[src/rtl/edge_detector_pkg.sv]
// Shared types for the multi-channel edge detector: per-channel mode encoding
// and the debounce FSM state type.
package edge_detector_pkg;

    typedef enum logic [1:0] {
        MODE_OFF  = 2'b00,
        MODE_RISE = 2'b01,
        MODE_FALL = 2'b10,
        MODE_BOTH = 2'b11
    } mode_e;

    typedef enum logic {
        ST_STABLE = 1'b0,
        ST_COUNT  = 1'b1
    } db_state_e;

    function automatic logic rise_enabled(input logic [1:0] mode);
        return (mode == MODE_RISE) || (mode == MODE_BOTH);
    endfunction

    function automatic logic fall_enabled(input logic [1:0] mode);
        return (mode == MODE_FALL) || (mode == MODE_BOTH);
    endfunction

endpackage

[src/rtl/edge_channel.sv]
// One input channel: synchronizer, debounce FSM, edge pulses and sticky
// pending/overrun status with write-one-to-clear.
module edge_channel
    import edge_detector_pkg::*;
#(
    parameter int SYNC_STAGES  = 2,
    parameter int DEBOUNCE_CNT = 3
) (
    input  logic       clk,
    input  logic       rst_n,
    input  logic       sign_in,
    input  logic [1:0] mode,
    input  logic       clr,
    output logic       pulse_p,
    output logic       pulse_n,
    output logic       level,
    output logic       pending,
    output logic       overrun
);

    localparam int CNT_W = $clog2(DEBOUNCE_CNT + 1);
    localparam logic [CNT_W-1:0] CNT_LAST = CNT_W'(DEBOUNCE_CNT - 1);
    localparam logic [CNT_W-1:0] CNT_ONE  = CNT_W'(1);

    logic [SYNC_STAGES-1:0] sync_q;
    logic                   s;

    db_state_e              state_q, state_d;
    logic [CNT_W-1:0]       cnt_q, cnt_d;
    logic                   level_d;
    logic                   update;

    logic                   rise_evt, fall_evt, evt;
    logic                   pending_d, overrun_d;

    always_ff @(posedge clk or negedge rst_n) begin
        if (!rst_n) begin
            sync_q <= '0;
        end else begin
            sync_q <= {sync_q[SYNC_STAGES-2:0], sign_in};
        end
    end

    assign s = sync_q[SYNC_STAGES-1];

    // The level update is decided combinationally so the pulse and pending
    // flops can be loaded on the very edge the filtered level changes.
    always_comb begin
        state_d = state_q;
        cnt_d   = cnt_q;
        level_d = level;
        update  = 1'b0;
        case (state_q)
            ST_STABLE: begin
                if (s != level) begin
                    if (DEBOUNCE_CNT == 1) begin
                        level_d = s;
                        update  = 1'b1;
                    end else begin
                        state_d = ST_COUNT;
                        cnt_d   = CNT_ONE;
                    end
                end
            end
            ST_COUNT: begin
                if (s == level) begin
                    state_d = ST_STABLE;
                    cnt_d   = '0;
                end else if (cnt_q == CNT_LAST) begin
                    level_d = s;
                    update  = 1'b1;
                    state_d = ST_STABLE;
                    cnt_d   = '0;
                end else begin
                    cnt_d = cnt_q + CNT_ONE;
                end
            end
            default: begin
                state_d = ST_STABLE;
                cnt_d   = '0;
            end
        endcase
    end

    always_comb begin
        rise_evt = update &  level_d & rise_enabled(mode);
        fall_evt = update & ~level_d & fall_enabled(mode);
        evt      = rise_evt | fall_evt;

        pending_d = pending;
        overrun_d = overrun;
        if (evt) begin
            // A new event outranks a simultaneous clear.
            pending_d = 1'b1;
            overrun_d = clr ? 1'b0 : (overrun | pending);
        end else if (clr) begin
            pending_d = 1'b0;
            overrun_d = 1'b0;
        end
    end

    always_ff @(posedge clk or negedge rst_n) begin
        if (!rst_n) begin
            state_q <= ST_STABLE;
            cnt_q   <= '0;
            level   <= 1'b0;
            pulse_p <= 1'b0;
            pulse_n <= 1'b0;
            pending <= 1'b0;
            overrun <= 1'b0;
        end else begin
            state_q <= state_d;
            cnt_q   <= cnt_d;
            level   <= level_d;
            pulse_p <= rise_evt;
            pulse_n <= fall_evt;
            pending <= pending_d;
            overrun <= overrun_d;
        end
    end

endmodule

[src/rtl/multi_edge_detector.sv]
// N_CH independent debounced edge-detector channels with a registered
// interrupt that is the OR of all pending flags.
module multi_edge_detector
    import edge_detector_pkg::*;
#(
    parameter int N_CH         = 4,
    parameter int SYNC_STAGES  = 2,
    parameter int DEBOUNCE_CNT = 3
) (
    input  logic              clk,
    input  logic              rst_n,
    input  logic [N_CH-1:0]   sign_in,
    input  logic [2*N_CH-1:0] mode,
    input  logic [N_CH-1:0]   clr,
    output logic [N_CH-1:0]   pulse_out_p,
    output logic [N_CH-1:0]   pulse_out_n,
    output logic [N_CH-1:0]   level,
    output logic [N_CH-1:0]   pending,
    output logic [N_CH-1:0]   overrun,
    output logic              irq
);

    for (genvar i = 0; i < N_CH; i++) begin : g_ch
        edge_channel #(
            .SYNC_STAGES  (SYNC_STAGES),
            .DEBOUNCE_CNT (DEBOUNCE_CNT)
        ) u_ch (
            .clk     (clk),
            .rst_n   (rst_n),
            .sign_in (sign_in[i]),
            .mode    (mode[2*i +: 2]),
            .clr     (clr[i]),
            .pulse_p (pulse_out_p[i]),
            .pulse_n (pulse_out_n[i]),
            .level   (level[i]),
            .pending (pending[i]),
            .overrun (overrun[i])
        );
    end

    always_ff @(posedge clk or negedge rst_n) begin
        if (!rst_n) begin
            irq <= 1'b0;
        end else begin
            irq <= |pending;
        end
    end

endmodule

[config.mk]
export PLATFORM = sky130hd
export DESIGN_NAME = multi_edge_detector
export DESIGN_NICKNAME = d
export VERILOG_FILES = /design/src/rtl/edge_detector_pkg.sv /design/src/rtl/edge_channel.sv /design/src/rtl/multi_edge_detector.sv
export SDC_FILE = /design/constraint.sdc
export NUM_CORES = 1
export LEC_CHECK = 0
export CAP_MARGIN = 20
export CORE_ASPECT_RATIO = 1.1
export CORE_UTILIZATION = 45
export DETAILED_ROUTE_END_ITERATION = 10
export PLACE_DENSITY = 0.75
export REMOVE_ABC_BUFFERS = 1
export SYNTH_ARGS = -nofsm -noshare
export SYNTH_HDL_FRONTEND = slang
export SYNTH_SLANG_ARGS = --single-unit
[constraint.sdc]
create_clock -name clk -period 1.06 [get_ports clk]
set_clock_uncertainty 0.15 [all_clocks]
set_input_delay 0.159 -clock clk [delete_from_list [all_inputs] [get_ports clk]]
set_output_delay 0.159 -clock clk [all_outputs]
set_load 0.005 [all_outputs]
==> impl_metrics.ini, run 1 <==
[outcome]
status = finished, violations left
violations = negative setup slack

[synth]
synth_area_leaders = dfrtp_1, buf_4, o32ai_2
synth_seq_area_share_pct = 58.3
yosys.area_share.xor_xnor_pct = 1.99
yosys_warnings = 0
yosys.area.top_type_share_pct = 58.3
synth-simple-area-share_pct = 13.6
synthCells = 137
synth_top_area_cell = dfrtp_1
synth-compound-area-share_pct = 12.9
synth_top_family_by_area = simple AND/OR/NAND/NOR gates
synthMuxAreaShare_pct = 3.20
ys_ff_latch = 41
synthAdderAreaFrac_pct = 0
synth_area_um2 = 1760
avgSynthCellArea_um2 = 12.8
synthDistinctLibCells = 23

[sta]
timing.fmax_ghz = 0.754
min_period_over_period_pct = 125
relSlewSlack_pct = 83.7
grt_setup_unrepaired = yes
setup_ws_ns = -0.266
fin_crit_ns = 1.33
tightestPinTransition_ns = 0.243
setup_viol = 52
drv_slew = 0
hold_viol = 0

[place]
dp_slack_ns = -0.264
portBuffers = 38
hpwl_um = 2430
place_congestion = 0.686

[clock_tree]
cts_tree = built
cts_max_path_buffers = 2
clock_latency_ns = 0.30
cts-htree-levels = 2
cts.sinks = 41
root_buffer = clkbuf_8
cts_inserted_buffers = 5
path_clk_slew_ns = 0.08

[pwr]
leakagePower_nw = 1.27
ir_drop_mv = 1.44
p_per_area_nw_per_um2 = 2430
power_mw = 6.65

[grt]
grt_use_total_pct = 20.6
gr-total-overflow = 0
grt_max_degree = 42
grt_pass1_vias = 1358
grt_pass1_wl_um = 6050
antenna_found_initial = 0

[setup_path]
cp_top_family = flip-flops
cp.required_ns = 1.09
critPathMaxFanout = 4
crit_chain = buf_6 -> buf_6 -> nand3b_1 -> o21a_1 -> o32ai_2
cp_slowest_stage_delay_ns = 0.40
crit_top_cell = buf_6
worst_setup_path_end_kind = register
path_buf_inv = 2
slowest_stage = dfrtp_1
cp.arrival_ns = 1.36
critPathKind = reg -> reg
worst_setup_path_start_kind = register

[final_layout]
layout_commonest_cell = dfrtp_1
layout-drive-gt1-share_pct = 55.7
fill_cells = 247
final_cell_mix = dfrtp_1, buf_4, buf_2, buf_6, clkdlybuf4s50_1
num_antenna_cells = 0
area_growth_syn_to_layout_pct = 55.3
nets = 236

[floorplanning]
die_w_um = 61.6
core_um2 = 3680
fp-row-count = 23
die_area_um2 = 4170
die_h_um = 67.6
ioPinCount = 39
initial_core_util_pct = 47.8

[detailed_routing]
wl_per_cell_um = 14.4
finalWirelength_um = 3870
ant_nets = 0
drc = 0
dr_total_vias = 1293
first_pass_iters = 4
drtIter0Drc = 37
viasPerCell = 4.81

[hold_path]
hp-class = in -> reg

[job]
maxCapViolCount = 0
-- registers in the layout, indices dropped and copies added, names as in the netlist --
signal and count:
g_ch.u_ch.pulse_n 4, g_ch.u_ch.sync_q 8, g_ch.u_ch.state_q 4, g_ch.u_ch.pulse_p 4, irq 1, g_ch.u_ch.cnt_q 8
g_ch.u_ch.level 4, g_ch.u_ch.overrun 4, g_ch.u_ch.pending 4
-- through the flow --
step	std cells	instance area, um^2	hold WS (ns)	TNS (ns)	utilization, %
6_report	269	2730	0.142	-5.75	74.2
2_1_floorplan	117	1610	-0.287	-0.982	-
3_5_place_dp	230	2250	-0.00495	-6.27	61.0
3_3_place_gp	230	2250	-0.0113	-4.88	61.0
4_1_cts	262	2610	0.138	-5.03	70.9
5_1_grt	269	2730	0.142	-7.88	74.2
-- power breakdown --
group | leakage, nW | switching, mW | total, mW | internal (mW)
Clock | 0.0574 | 0.536 | 1.30 | 0.765
Combinational | 0.695 | 1.23 | 3.10 | 1.88
Sequential | 0.522 | 0.317 | 2.24 | 1.93
-- worst register-to-register path: stages, from the launching register on --
cell and delay, ns:
dfrtp_1 0.40, buf_6 0.13, buf_6 0.12, nand3b_1 0.12
o21a_1 0.20, o32ai_2 0.09
-- layout make-up --
cell class / instances / area (um^2) / area share (%)
inverters: 7 / 26.3 / 0.961
clock inverters: 2 / 37.5 / 1.37
clock buffers: 6 / 82.6 / 3.02
multi-input cells: 69 / 688 / 25.2
flip-flops and latches: 41 / 1030 / 37.7
repair buffers: 94 / 807 / 29.5
well taps: 50 / 62.6 / 2.29
-- path summary, 6_finish.rpt --
kind / startpoint / depth (start not counted) / to / slack, ns
worst max-delay path: g_ch[1].u_ch.level$_DFF_PN0_ / 5 / g_ch[1].u_ch.overrun$_DFFE_PN0P_ / -0.27
worst min-delay path: sign_in[2] / 1 / g_ch[2].u_ch.sync_q[0]$_DFF_PN0_ / 0.14
worst max register to register: g_ch[1].u_ch.level$_DFF_PN0_ / 5 / g_ch[1].u_ch.overrun$_DFFE_PN0P_ / -0.27
worst min register to register: g_ch[0].u_ch.sync_q[0]$_DFF_PN0_ / 0 / g_ch[0].u_ch.sync_q[1]$_DFF_PN0_ / 0.21
max in group asynchronous: rst_n / 3 / g_ch[3].u_ch.sync_q[1]$_DFF_PN0_ / 0.35
min in group asynchronous: rst_n / 3 / g_ch[1].u_ch.overrun$_DFFE_PN0P_ / 0.20
-- Yosys cell counts --
master    number
or4_1          1
a21oi_1        3
and2_1         1
o32ai_2        4
buf_4         20
nor2_1         4
xnor2_1        3
nand3b_1       7
o21a_1         8
nand3b_4       1
mux2_2         1
mux2_4         3
xor2_1         1
nand3_4        3
nand4b_1       1
nor3_1         4
o21ai_0        6
inv_1          7
nand2b_1       5
nand2_1        7
o31ai_2        3
dfrtp_1       41
a31oi_1        3
-- cell families after synthesis --
family	Yosys count
muxes	4
AOI/OAI and AO/OA	27
buffers and inverters	27
DFF	41
and+or+nand+nor	34
xor gates and xnor gates	4
-- metal layers --
layer	up-vias	global-route usage, %	routed length, um
li1	615	-	-
met1	650	23.6	1510
met2	21	36.2	2180
met3	7	5.17	124
met4	0	8.33	61
met5	-	0	0
-- what timing repair did --
item / in CTS / in global routing
setup buffers: 24 / 10
resized for setup: 118 / 17
hold buffers: 1 / 0
endpoints found under the setup margin: 53 / 54
pin swaps: 14 / 9
hold endpoints to repair: 41 / 0
No activity file was read; power rests on OpenSTA's default activity.
==> run 2: changes to the inputs <==
--- a/config.mk
+++ b/config.mk
@@ -5,11 +5,13 @@
 export SDC_FILE = /design/constraint.sdc
 export NUM_CORES = 1
 export LEC_CHECK = 0
+export ABC_AREA = 1
 export CAP_MARGIN = 20
 export CORE_ASPECT_RATIO = 1.1
-export CORE_UTILIZATION = 45
+export CORE_UTILIZATION = 44
 export DETAILED_ROUTE_END_ITERATION = 10
-export PLACE_DENSITY = 0.75
+export HOLD_SLACK_MARGIN = 0.06
+export PLACE_DENSITY = 0.74
 export REMOVE_ABC_BUFFERS = 1
 export SYNTH_ARGS = -nofsm -noshare
 export SYNTH_HDL_FRONTEND = slang
==> constraint.sdc (replaced) <==
create_clock -name clk -period 1.1 [get_ports clk]
set_clock_uncertainty 0.15 [all_clocks]
set_input_delay 0.165 -clock clk [delete_from_list [all_inputs] [get_ports clk]]
set_output_delay 0.165 -clock clk [all_outputs]
set_load 0.005 [all_outputs]
==> impl_metrics.ini, run 2 <==
[sta]
setup_ws_ns = -0.0925
drv_slew = 0
relSlewSlack_pct = 85.7
min_period_over_period_pct = 108
setup_tns_ns = -0.774
fin_crit_ns = 1.19
fin_hold_ws_ns = 0.160
timing.fmax_ghz = 0.839
tightestPinTransition_ns = 0.214
hold_viol = 0
setup_viol = 25
grt_setup_unrepaired = yes

[final_layout]
layout_commonest_cell = dfrtp_1
layout-drive-gt1-share_pct = 43.3
final_cell_mix = dfrtp_1, nand2_1, buf_2
nets = 250
num_antenna_cells = 0
area_growth_syn_to_layout_pct = 37.0
top_regs = g_ch.u_ch.cnt_q x8, g_ch.u_ch.sync_q x8
final_cells = 283
post-route-util_pct = 64.5
final_area_um2 = 2390

[setup_path]
slowest_stage = dfrtp_1
crit_chain = buf_6 -> inv_4 -> nand3_2 -> a21oi_2 -> nand2_1 -> nand2_1
cp_slowest_stage_delay_ns = 0.41
crit_top_cell = nand2_1
worst_setup_path_start_kind = register
path_buf_inv = 2
critPathKind = reg -> reg
worst_setup_path_end_kind = register
cp.required_ns = 1.18
cp.arrival_ns = 1.27
critPathMaxFanout = 3
cp_top_family = flip-flops

[synth]
ys_top_cells_by_count = dfrtp_1, nand2_1, inv_1
synth_area_leaders = dfrtp_1, buf_4, nand2_1
synthFlopType = dfrtp_1
synth_most_common_cell = dfrtp_1
synth_area_um2 = 1750
synthDistinctLibCells = 14
synth_seq_area_share_pct = 58.7
yosys.area.top_type_share_pct = 58.7
synth_edf_count = 0
yosys_warnings = 0
avgSynthCellArea_um2 = 9.25
synthCells = 189
ys_ff_latch = 41
async_reset_ff_share_pct = 100
synth_top_area_cell = dfrtp_1

[grt]
grt_use_total_pct = 16.4
gr-total-overflow = 0
grt_pass1_vias = 1197
grt_max_degree = 42
antenna_found_initial = 0
grt_pass1_wl_um = 4990

[pwr]
p_per_area_nw_per_um2 = 2140
power_mw = 5.13
leakagePower_nw = 1.18
ir_drop_mv = 1.07

[hold_path]
hp-class = in -> reg

[place]
place_congestion = 0.764
post_dp_cell_area_um2 = 2120
dp_slack_ns = -0.167
hpwl_um = 2030
portBuffers = 38
dp_cells = 266

[detailed_routing]
ant_nets = 0
drc = 0
drtIter0Drc = 52
dr_total_vias = 1312
first_pass_iters = 4
viasPerCell = 4.64
wl_per_cell_um = 11.8
finalWirelength_um = 3340

[clock_tree]
path_clk_slew_ns = 0.07
cts_max_path_buffers = 2
cts.sinks = 41
root_buffer = clkbuf_8
clock_latency_ns = 0.29
cts_inserted_buffers = 5
cts_tree = built
cts-htree-levels = 2

[floorplanning]
initial_core_util_pct = 47.1
fp-row-count = 23
core_um2 = 3710
die_h_um = 68.1
ioPinCount = 39
die_w_um = 62.1
die_area_um2 = 4230

[outcome]
violations = negative setup slack
status = finished, violations left

[job]
maxCapViolCount = 0
run 2: cell count changes in the layout (fill, tap and decap cells not counted), moves of 11 or more:
cell,delta
inv_1,+14
buf_4,-26
buf_6,-12
nor2_1,+11
nand2_1,+16
run 2: where the power goes:
group / leakage, nW / internal (mW) / switching (mW) / total [mW]
registers: 0.522 / 1.85 / 0.314 / 2.16
clock network: 0.0542 / 0.567 / 0.491 / 1.06
logic: 0.604 / 0.877 / 1.03 / 1.91
run 2: cells by family (layout without fill, tap and decap cells):
| logic type | after synthesis | count (layout) | share of synthesized area (%) |
|---|---|---|---|
| AOI/OAI and AO/OA | 29 | 29 | 8.73 |
| DFF | 41 | 41 | 58.7 |
| and+or+nand+nor | 68 | 68 | 17.3 |
| buffers and inverters | 51 | 95 | 15.2 |
run 2: routing by layer:
layer  track usage [%]  wire [um]  up-vias
met5                 0          0        -
met4              10.0         57        0
met3              4.35        150        5
met2              26.6       1770       30
met1              19.2       1360      627
li1                  -          -      650
run 2: area by class of cell:
cell class | instances | area, um^2
Clock buffer | 7 | 96.3
Clock inverter | 1 | 5.00
Fill cell | 298 | 1320
Inverter | 31 | 126
Multi-Input combinational cell | 97 | 631
Sequential cell | 41 | 1030
Tap cell | 50 | 62.6
Timing Repair Buffer | 56 | 447
run 2: worst paths after layout:
check	from	to	slack, ns	cells past startpoint
setup / recovery	g_ch[0].u_ch.level$_DFF_PN0_	g_ch[0].u_ch.overrun$_DFFE_PN0P_	-0.09	6
hold / removal	sign_in[1]	g_ch[1].u_ch.sync_q[0]$_DFF_PN0_	0.16	1
setup reg to reg	g_ch[0].u_ch.level$_DFF_PN0_	g_ch[0].u_ch.overrun$_DFFE_PN0P_	-0.09	6
hold reg to reg	g_ch[0].u_ch.sync_q[0]$_DFF_PN0_	g_ch[0].u_ch.sync_q[1]$_DFF_PN0_	0.20	0
max in group asynchronous	rst_n	g_ch[2].u_ch.sync_q[1]$_DFF_PN0_	0.38	3
min in group asynchronous	rst_n	g_ch[0].u_ch.level$_DFF_PN0_	0.22	3
run 2: what timing repair did:
| action | in CTS | in global routing |
|---|---|---|
| hold buffers | 1 | 0 |
| gates resized for setup | 108 | 46 |
| buffers inserted | 5 | 3 |
| setup endpoints to repair | 33 | 48 |
| hold endpoints to repair | 41 | 0 |
| pin swaps | 8 | 16 |
==> run 3: changes to the inputs <==
--- a/config.mk
+++ b/config.mk
@@ -10,7 +10,7 @@
 export CORE_ASPECT_RATIO = 1.1
 export CORE_UTILIZATION = 44
 export DETAILED_ROUTE_END_ITERATION = 10
-export HOLD_SLACK_MARGIN = 0.06
+export MAX_ROUTING_LAYER = met4
 export PLACE_DENSITY = 0.74
 export REMOVE_ABC_BUFFERS = 1
 export SYNTH_ARGS = -nofsm -noshare
==> impl_metrics.ini, run 3 (same netlist as run 2, synthesis figures left out) <==
[hold_path]
hold-path-endpoint = g_ch[1].u_ch.sync_q[0]$_DFF_PN0_
min_from = sign_in[1]
hold-path-cell-count = 1
hp-class = in -> reg

[detailed_routing]
drtIter0Drc = 52
first_pass_iters = 4
finalWirelength_um = 3340
wl_per_cell_um = 11.8
ant_nets = 0
drc = 0
dr_total_vias = 1312
viasPerCell = 4.64

[clock_tree]
cts_inserted_buffers = 5
clock_latency_ns = 0.29
cts.sinks = 41
cts_max_path_buffers = 2
root_buffer = clkbuf_8
cts-htree-levels = 2
cts_tree = built
path_clk_slew_ns = 0.07

[final_layout]
final_cells = 283
top_regs = g_ch.u_ch.cnt_q x8, g_ch.u_ch.sync_q x8
seqCellArea_um2 = 1030
layout-drive-gt1-share_pct = 43.3
num_antenna_cells = 0
fill_cells = 298
final_cell_mix = dfrtp_1, nand2_1, buf_2
layout_commonest_cell = dfrtp_1
final_area_um2 = 2390
area_growth_syn_to_layout_pct = 37.0
nets = 250
multi_input_area_um2 = 631

[sta]
drv_slew = 0
fin_crit_ns = 1.19
grt_setup_unrepaired = yes
setup_tns_ns = -0.774
timing.fmax_ghz = 0.839
relSlewSlack_pct = 85.7
hold_viol = 0
min_period_over_period_pct = 108
fin_hold_ws_ns = 0.160
setup_ws_ns = -0.0925
tightestPinTransition_ns = 0.214
setup_viol = 25

[pwr]
power_mw = 5.13
leakagePower_nw = 1.18
ir_drop_mv = 1.07
p_per_area_nw_per_um2 = 2140

[place]
dp_cells = 266
post_dp_cell_area_um2 = 2120
portBuffers = 38
hpwl_um = 2030
place_congestion = 0.774

[setup_path]
cp_top_family = flip-flops
slowest_stage = dfrtp_1
cp_slowest_stage_delay_ns = 0.41
r2r_setup_slack_ns = -0.09
cp.arrival_ns = 1.27
worst_setup_path_start_kind = register
timing.rr.start = g_ch[0].u_ch.level$_DFF_PN0_
crit_chain = buf_6 -> inv_4 -> nand3_2 -> a21oi_2 -> nand2_1 -> nand2_1
cp.required_ns = 1.18
critPathKind = reg -> reg
r2r-end = g_ch[0].u_ch.overrun$_DFFE_PN0P_
critPathMaxFanout = 3
worst_setup_path_end_kind = register
path_buf_inv = 2
crit_top_cell = nand2_1
r2r_cells = 6

[grt]
antenna_found_initial = 0
grt_pass1_vias = 1197
gr-total-overflow = 0
grt_pass1_wl_um = 4990
grt_max_degree = 42
grt_use_total_pct = 16.9

[floorplanning]
die_h_um = 68.1
initial_core_util_pct = 47.1
die_w_um = 62.1
core_um2 = 3710
die_area_um2 = 4230
ioPinCount = 39
fp-row-count = 23

[outcome]
violations = negative setup slack
status = finished, violations left

[job]
maxCapViolCount = 0
run 3: where the power goes:
part / total (mW) / internal, mW / switching [mW] / leakage (nW)
clock: 1.06 / 0.567 / 0.492 / 0.0542
combinational: 1.91 / 0.877 / 1.03 / 0.604
sequential: 2.16 / 1.85 / 0.314 / 0.522
total: 5.13 / 3.29 / 1.84 / 1.18
run 3: through the flow:
stage	worst slack, ns	util (%)
6_report	-0.0925	64.5
5_1_grt	-0.127	64.5
4_1_cts	-0.102	59.9
3_5_place_dp	-0.167	57.0
3_3_place_gp	-0.154	57.0
2_1_floorplan	0.0475	-
run 3: worst max path at each step:
stage / cells past startpoint / end / startpoint
final: 6 / g_ch[0].u_ch.overrun$_DFFE_PN0P_ / g_ch[0].u_ch.level$_DFF_PN0_
after CTS: 7 / g_ch[0].u_ch.cnt_q[1]$_DFFE_PN0P_ / g_ch[0].u_ch.level$_DFF_PN0_
after detailed placement: 5 / g_ch[2].u_ch.overrun$_DFFE_PN0P_ / mode[5]
after floorplan: 6 / g_ch[0].u_ch.cnt_q[1]$_DFFE_PN0P_ / g_ch[0].u_ch.level$_DFF_PN0_
after global placement: 5 / g_ch[2].u_ch.overrun$_DFFE_PN0P_ / mode[5]
after global routing: 6 / g_ch[0].u_ch.overrun$_DFFE_PN0P_ / g_ch[0].u_ch.level$_DFF_PN0_
run 3: cell type report:
| type | instances | share of cell area [%] |
|---|---|---|
| sequential | 41 | 42.9 |
| timing repair buffer | 56 | 18.7 |
| clock inverter | 1 | 0.209 |
| tap | 50 | 2.61 |
| clock buffer | 7 | 4.02 |
| multi-input combinational | 97 | 26.3 |
| inverter | 31 | 5.28 |
run 3: timing repair:
item,in CTS,in global routing
pin swaps,8,16
hold buffers,1,0
endpoints found under the hold margin,41,0
setup endpoints to repair,33,48
gates resized for setup,108,46
buffers inserted,5,3
run 3: layer usage:
metal / GRT usage (%) / part of all wire, %
met1: 19.3 / 41
met2: 26.6 / 53
met3: 4.16 / 4.3
met4: 10.0 / 1.7
met5: - / 0
run 3: worst register-to-register path: stages, from the launching register on:
cell and delay, ns:
dfrtp_1 0.41, buf_6 0.14, inv_4 0.06, nand3_2 0.09, a21oi_2 0.14, nand2_1 0.09
nand2_1 0.07
